[src/rtl/picoblaze_io_hub_if.sv]
// Processor-side port bus of the pacoblaze3 core: port address, write data,
// read data and the interrupt/acknowledge pair.
interface picoblaze_io_hub_if;
    logic [7:0] port_id;
    logic       write_strobe;
    logic [7:0] out_port;
    logic [7:0] in_port;
    logic       interrupt;
    logic       interrupt_ack;

    modport master (
        output port_id, write_strobe, out_port, interrupt_ack,
        input  in_port, interrupt
    );

    modport slave (
        input  port_id, write_strobe, out_port, interrupt_ack,
        output in_port, interrupt
    );
endinterface

[src/rtl/picoblaze_io_hub.sv]
// I/O and interrupt hub for pacoblaze3: registered read mux, output byte
// registers with write pulses, and an edge-trapping interrupt controller.
module picoblaze_io_hub #(
    parameter int         NUM_IN_BYTES  = 4,
    parameter int         NUM_OUT_BYTES = 2,
    parameter int         NUM_IRQ       = 4,
    parameter logic [7:0] IN_BASE       = 8'h00,
    parameter logic [7:0] OUT_BASE      = 8'h80
) (
    input  logic                       clk,
    input  logic                       reset,
    picoblaze_io_hub_if.slave          bus,
    input  logic [8*NUM_IN_BYTES-1:0]  input_data,
    input  logic [NUM_IRQ-1:0]         irq_in,
    output logic [8*NUM_OUT_BYTES-1:0] out_data,
    output logic [NUM_OUT_BYTES-1:0]   out_wr
);
    localparam logic [7:0] ADDR_PEND = 8'hF0;
    localparam logic [7:0] ADDR_MASK = 8'hF1;
    localparam logic [7:0] ADDR_CLR  = 8'hF2;

    logic [7:0]                 r_in_port;
    logic                       r_interrupt;
    logic [8*NUM_OUT_BYTES-1:0] r_out_data;
    logic [NUM_OUT_BYTES-1:0]   r_out_wr;
    logic [NUM_IRQ-1:0]         r_mask;
    logic [NUM_IRQ-1:0]         r_pending;
    logic [NUM_IRQ-1:0]         r_s1;
    logic [NUM_IRQ-1:0]         r_s2;
    logic [NUM_IRQ-1:0]         r_s3;

    logic [7:0]         w_rd_data;
    logic               w_wr_mask;
    logic               w_wr_clr;
    logic [NUM_IRQ-1:0] w_rise;
    logic [NUM_IRQ-1:0] w_ack_vec;
    logic [NUM_IRQ-1:0] w_ack_pick;
    logic [NUM_IRQ-1:0] w_clr_vec;

    always_comb begin
        w_rd_data = 8'h00;
        for (int i = 0; i < NUM_IN_BYTES; i++) begin
            if (bus.port_id == 8'(IN_BASE + i))
                w_rd_data = input_data[8*i +: 8];
        end
        if (bus.port_id == ADDR_PEND)
            w_rd_data = 8'(r_pending);
        if (bus.port_id == ADDR_MASK)
            w_rd_data = 8'(r_mask);
    end

    assign w_wr_mask  = bus.write_strobe && (bus.port_id == ADDR_MASK);
    assign w_wr_clr   = bus.write_strobe && (bus.port_id == ADDR_CLR);
    assign w_rise     = r_s2 & ~r_s3;
    // Isolate the lowest set bit of the unmasked pending vector (pre-clear value).
    assign w_ack_vec  = r_pending & r_mask;
    assign w_ack_pick = w_ack_vec & (~w_ack_vec + NUM_IRQ'(1));
    assign w_clr_vec  = (w_wr_clr ? bus.out_port[NUM_IRQ-1:0] : '0)
                      | (bus.interrupt_ack ? w_ack_pick : '0);

    always_ff @(posedge clk) begin
        if (reset) begin
            r_in_port   <= 8'h00;
            r_interrupt <= 1'b0;
            r_out_data  <= '0;
            r_out_wr    <= '0;
            r_mask      <= '0;
            r_pending   <= '0;
            r_s1        <= '0;
            r_s2        <= '0;
            r_s3        <= '0;
        end else begin
            r_in_port   <= w_rd_data;
            r_interrupt <= |(r_pending & r_mask);
            r_s1        <= irq_in;
            r_s2        <= r_s1;
            r_s3        <= r_s2;
            // A rise landing on the same edge as a clear wins, so no event is lost.
            r_pending   <= (r_pending & ~w_clr_vec) | w_rise;
            if (w_wr_mask)
                r_mask <= bus.out_port[NUM_IRQ-1:0];
            r_out_wr <= '0;
            for (int j = 0; j < NUM_OUT_BYTES; j++) begin
                if (bus.write_strobe && (bus.port_id == 8'(OUT_BASE + j))) begin
                    r_out_data[8*j +: 8] <= bus.out_port;
                    r_out_wr[j]          <= 1'b1;
                end
            end
        end
    end

    assign bus.in_port   = r_in_port;
    assign bus.interrupt = r_interrupt;
    assign out_data      = r_out_data;
    assign out_wr        = r_out_wr;
endmodule

[src/flat_wrapper.sv]
// flat-port wrapper written by rule: the top's interface ports become plain ports
module picoblaze_io_hub_flat 
#(
    parameter int         NUM_IN_BYTES  = 4,
    parameter int         NUM_OUT_BYTES = 2,
    parameter int         NUM_IRQ       = 4,
    parameter logic [7:0] IN_BASE       = 8'h00,
    parameter logic [7:0] OUT_BASE      = 8'h80
)
  (clk, reset, input_data, irq_in, out_data, out_wr, bus_port_id, bus_write_strobe, bus_out_port, bus_interrupt_ack, bus_in_port, bus_interrupt);
  picoblaze_io_hub_if bus_i ();
  input  logic clk;
  input  logic reset;
  input  logic [8*NUM_IN_BYTES-1:0] input_data;
  input  logic [NUM_IRQ-1:0] irq_in;
  output logic [8*NUM_OUT_BYTES-1:0] out_data;
  output logic [NUM_OUT_BYTES-1:0] out_wr;
  input wire logic [$bits(bus_i.port_id)-1:0] bus_port_id;
  input wire logic [$bits(bus_i.write_strobe)-1:0] bus_write_strobe;
  input wire logic [$bits(bus_i.out_port)-1:0] bus_out_port;
  input wire logic [$bits(bus_i.interrupt_ack)-1:0] bus_interrupt_ack;
  output wire logic [$bits(bus_i.in_port)-1:0] bus_in_port;
  output wire logic [$bits(bus_i.interrupt)-1:0] bus_interrupt;
  assign bus_i.port_id = bus_port_id;
  assign bus_i.write_strobe = bus_write_strobe;
  assign bus_i.out_port = bus_out_port;
  assign bus_i.interrupt_ack = bus_interrupt_ack;
  assign bus_in_port = bus_i.in_port;
  assign bus_interrupt = bus_i.interrupt;
  picoblaze_io_hub #(.NUM_IN_BYTES(NUM_IN_BYTES), .NUM_OUT_BYTES(NUM_OUT_BYTES), .NUM_IRQ(NUM_IRQ), .IN_BASE(IN_BASE), .OUT_BASE(OUT_BASE)) u_core (.clk(clk), .reset(reset), .bus(bus_i), .input_data(input_data), .irq_in(irq_in), .out_data(out_data), .out_wr(out_wr));
endmodule
[config.mk]
export PLATFORM = sky130hd
export DESIGN_NAME = picoblaze_io_hub_flat
export DESIGN_NICKNAME = d
export VERILOG_FILES = /design/src/rtl/picoblaze_io_hub_if.sv /design/src/rtl/picoblaze_io_hub.sv /design/src/flat_wrapper.sv
export SDC_FILE = /design/constraint.sdc
export NUM_CORES = 1
export LEC_CHECK = 0
export ABC_AREA = 1
export BUFFER_PORTS_ARGS = -buffer_cell sky130_fd_sc_hd__buf_4
export CAP_MARGIN = 40
export CORE_MARGIN = 10
export CORE_UTILIZATION = 47
export DETAILED_ROUTE_END_ITERATION = 16
export PLACE_DENSITY = 0.79
export SLEW_MARGIN = 15
export SYNTH_ARGS = -nofsm -noshare
export SYNTH_HDL_FRONTEND = slang
export SYNTH_SLANG_ARGS = --single-unit
[constraint.sdc]
create_clock -name clk -period 1.43 [get_ports clk]
set_clock_uncertainty 0.05 [all_clocks]
set_input_delay 0.286 -clock clk [delete_from_list [all_inputs] [get_ports clk]]
set_output_delay 0.286 -clock clk [all_outputs]
set_load 0.01 [all_outputs]
==> results.txt <==
Status -> finished clean
Pwr Density -> 885 nW/um2
Post-synth EDFFs -> 0
Power, Total -> 2.41 mW
Static Leak -> 1.38 nW
Gr ovfl total -> 0
F_max -> 900 MHz
Hold_ws -> 0.129 ns
Synth top cells by count -> 68 x nor2_1, 55 x nand2_1, 47 x dfxtp_1, 32 x inv_1, 24 x o21ai_0
Final worst slack -> 0.319 ns
Io pins -> 83
Detailed Route Iter0 Violations -> 98
RSZ-0062 raised after global routing -> no
Vias per cell -> 4.82
Post-synth top area share -> 48.6%
Wirelength per Cell -> 13.2 um
Clk pin slew, worst setup/hold paths -> 0.09 ns
Vias in the first global route -> 2000
Critical Path Source -> u_core.out_data[1]
Final number of setup-violating endpoints -> 0
Pre-CTS worst setup slack -> 0.0250 ns
Synth warnings -> 0
Synthesized flop and latch total -> 47
First-pass GRT wire length -> 9260 um
Total track usage -> 15.8%
Post-CTS setup buffers -> 0
R2r startpoint -> u_core.r_pending[0]
Post-synth top area cell -> dfxtp_1
FILL cells -> 361
Core ar. -> 4000 um2
Top delay family on crit path -> flip-flops
Netlist Area Pre-Place -> 1930 um2
CP cell instances -> buf_4
Fraction of layout cells with a size suffix above 1 -> 29.3%
CP Launch Type -> flop
Finished Core Util -> 68.1%
Cell count after synthesis -> 278
Net Count, Synth -> 334
Maxcap violations -> 0
Final Hold Fails -> 0
Crit Path Class -> reg2out
Buf+Inv Stages, Crit Path -> 1
Setup crit end kind -> primary output
Final antenna diode count -> 0
Nets -> 423
HP Start -> irq_in[3]
Synth area leaders -> dfxtp_1 49%, nor2_1 13%, nand2_1 11%
DIE HEIGHT -> 84.2 um
Vias -> 2013
First-pass DRT Iterations -> 5
Netlist cell types -> 15
Antenna violations before repair -> 0
Hold buffers post-CTS -> 0
Max transition margin -> 71.0%
Row count -> 23
Placer Congestion -> 0.860
Crit Path Max Fanout -> 2
Post-synth ARST share -> 0%
Initial Util -> 48.4%
Root Buffer -> clkbuf_8
Setup_tns -> 0 ns
Largest net degree at the start of global routing -> 17
Max H-tree Level -> 2
Crit path max-delay cell type -> dfxtp_1
Worst path required time -> 1.09 ns
# port buffers -> 82
Critical Path Max Stage Delay -> 0.34 ns
VDD IR max -> 0.647 mV
CTS buffer count -> 5
Fin crit share -> 77.7%
CTS max path bufs -> 2
Post-CTS sizing -> 0
DP HPWL -> 4440 um
Pins Over Slew Limit -> 0
Synth Flop Type -> dfxtp_1
Sink Count -> 47
Syn-to-layout area delta -> 40.8%
Mapped Avg Cell Area -> 6.96 um2
Routed WL -> 5520 um
Hold crit path type -> in2reg
Sequential share of the synthesized area -> 48.6%
Post-route ant nets -> 0
DIE AREA -> 7080 um2
Later-pin clock latency in the skew report -> 0.31 ns
Arrival @ worst endpoint -> 0.77 ns
Crit path time final -> 1.11 ns
DRC Markers -> 0
Die width -> 84.2 um
Most common cell in the netlist -> nor2_1
Slew @ Worst Pin -> 0.432 ns
CTS tree -> built
## routing by layer
layer	routed length, um	GRT usage [%]
met2	2930	28.1
met1	2220	17.2
met4	82	5.33
met3	294	5.02
met5	0	0
## power breakdown
| part | leakage (nW) | total [mW] | internal, mW | switching, mW |
|---|---|---|---|---|
| clock | 0.0516 | 0.841 | 0.395 | 0.446 |
| sequential | 0.381 | 1.34 | 1.33 | 0.0104 |
| combinational | 0.948 | 0.228 | 0.127 | 0.101 |
| total | 1.38 | 2.41 | 1.85 | 0.558 |
## state kept, by name, indices dropped and copies added (netlist names)
register,flops
u_core.out_data,16
u_core.bus.in_port,8
u_core.r_mask,4
u_core.r_pending,4
u_core.r_s1,4
u_core.r_s2,4
u_core.r_s3,4
u_core.out_wr,2
u_core.bus.interrupt,1
## worst paths after layout
kind	depth (start not counted)	slack (ns)	end
worst max-delay path	1	0.32	out_data[1]
worst min-delay path	3	0.13	u_core.r_s1[3]
worst max register to register	6	0.37	u_core.r_pending[3]
worst min register to register	2	0.36	u_core.r_s2[1]
## cell type report
cell class | instances | area (um2) | share of cell area [%]
Sequential cell | 47 | 941 | 34.5
Multi-Input combinational cell | 190 | 840 | 30.8
Timing Repair Buffer | 86 | 646 | 23.7
Inverter | 37 | 139 | 5.10
Clock buffer | 6 | 82.6 | 3.03
Tap cell | 50 | 62.6 | 2.30
Clock inverter | 2 | 13.8 | 0.505
## stage by stage
stage,std cells,cell area [um2]
floorplan,278,1930
global placement,410,2630
detailed placement,410,2630
CTS,418,2720
global route,418,2720
finish,418,2720
## placed cells by master, fill, tap and decap left out, drive strengths merged
cell type	instances
nand4	12
nand2	58
dfxtp	47
buf	86
a21oi	8
o21ai	24
clkinv	1
nand3	12
nor3	2
inv	38
clkbuf	6
nor2	73
nor4	1
## cell families (layout without fill, tap and decap cells)
group                  Yosys count  in the layout  synth area share (%)
buffers and inverters           41            131                  7.96
AND/OR/NAND/NOR                158            158                  35.1
flip-flops                      47             47                  48.6
AO/OA/AOI/OAI                   32             32                  8.28
Note: power is estimated with default switching activity, not from simulation.
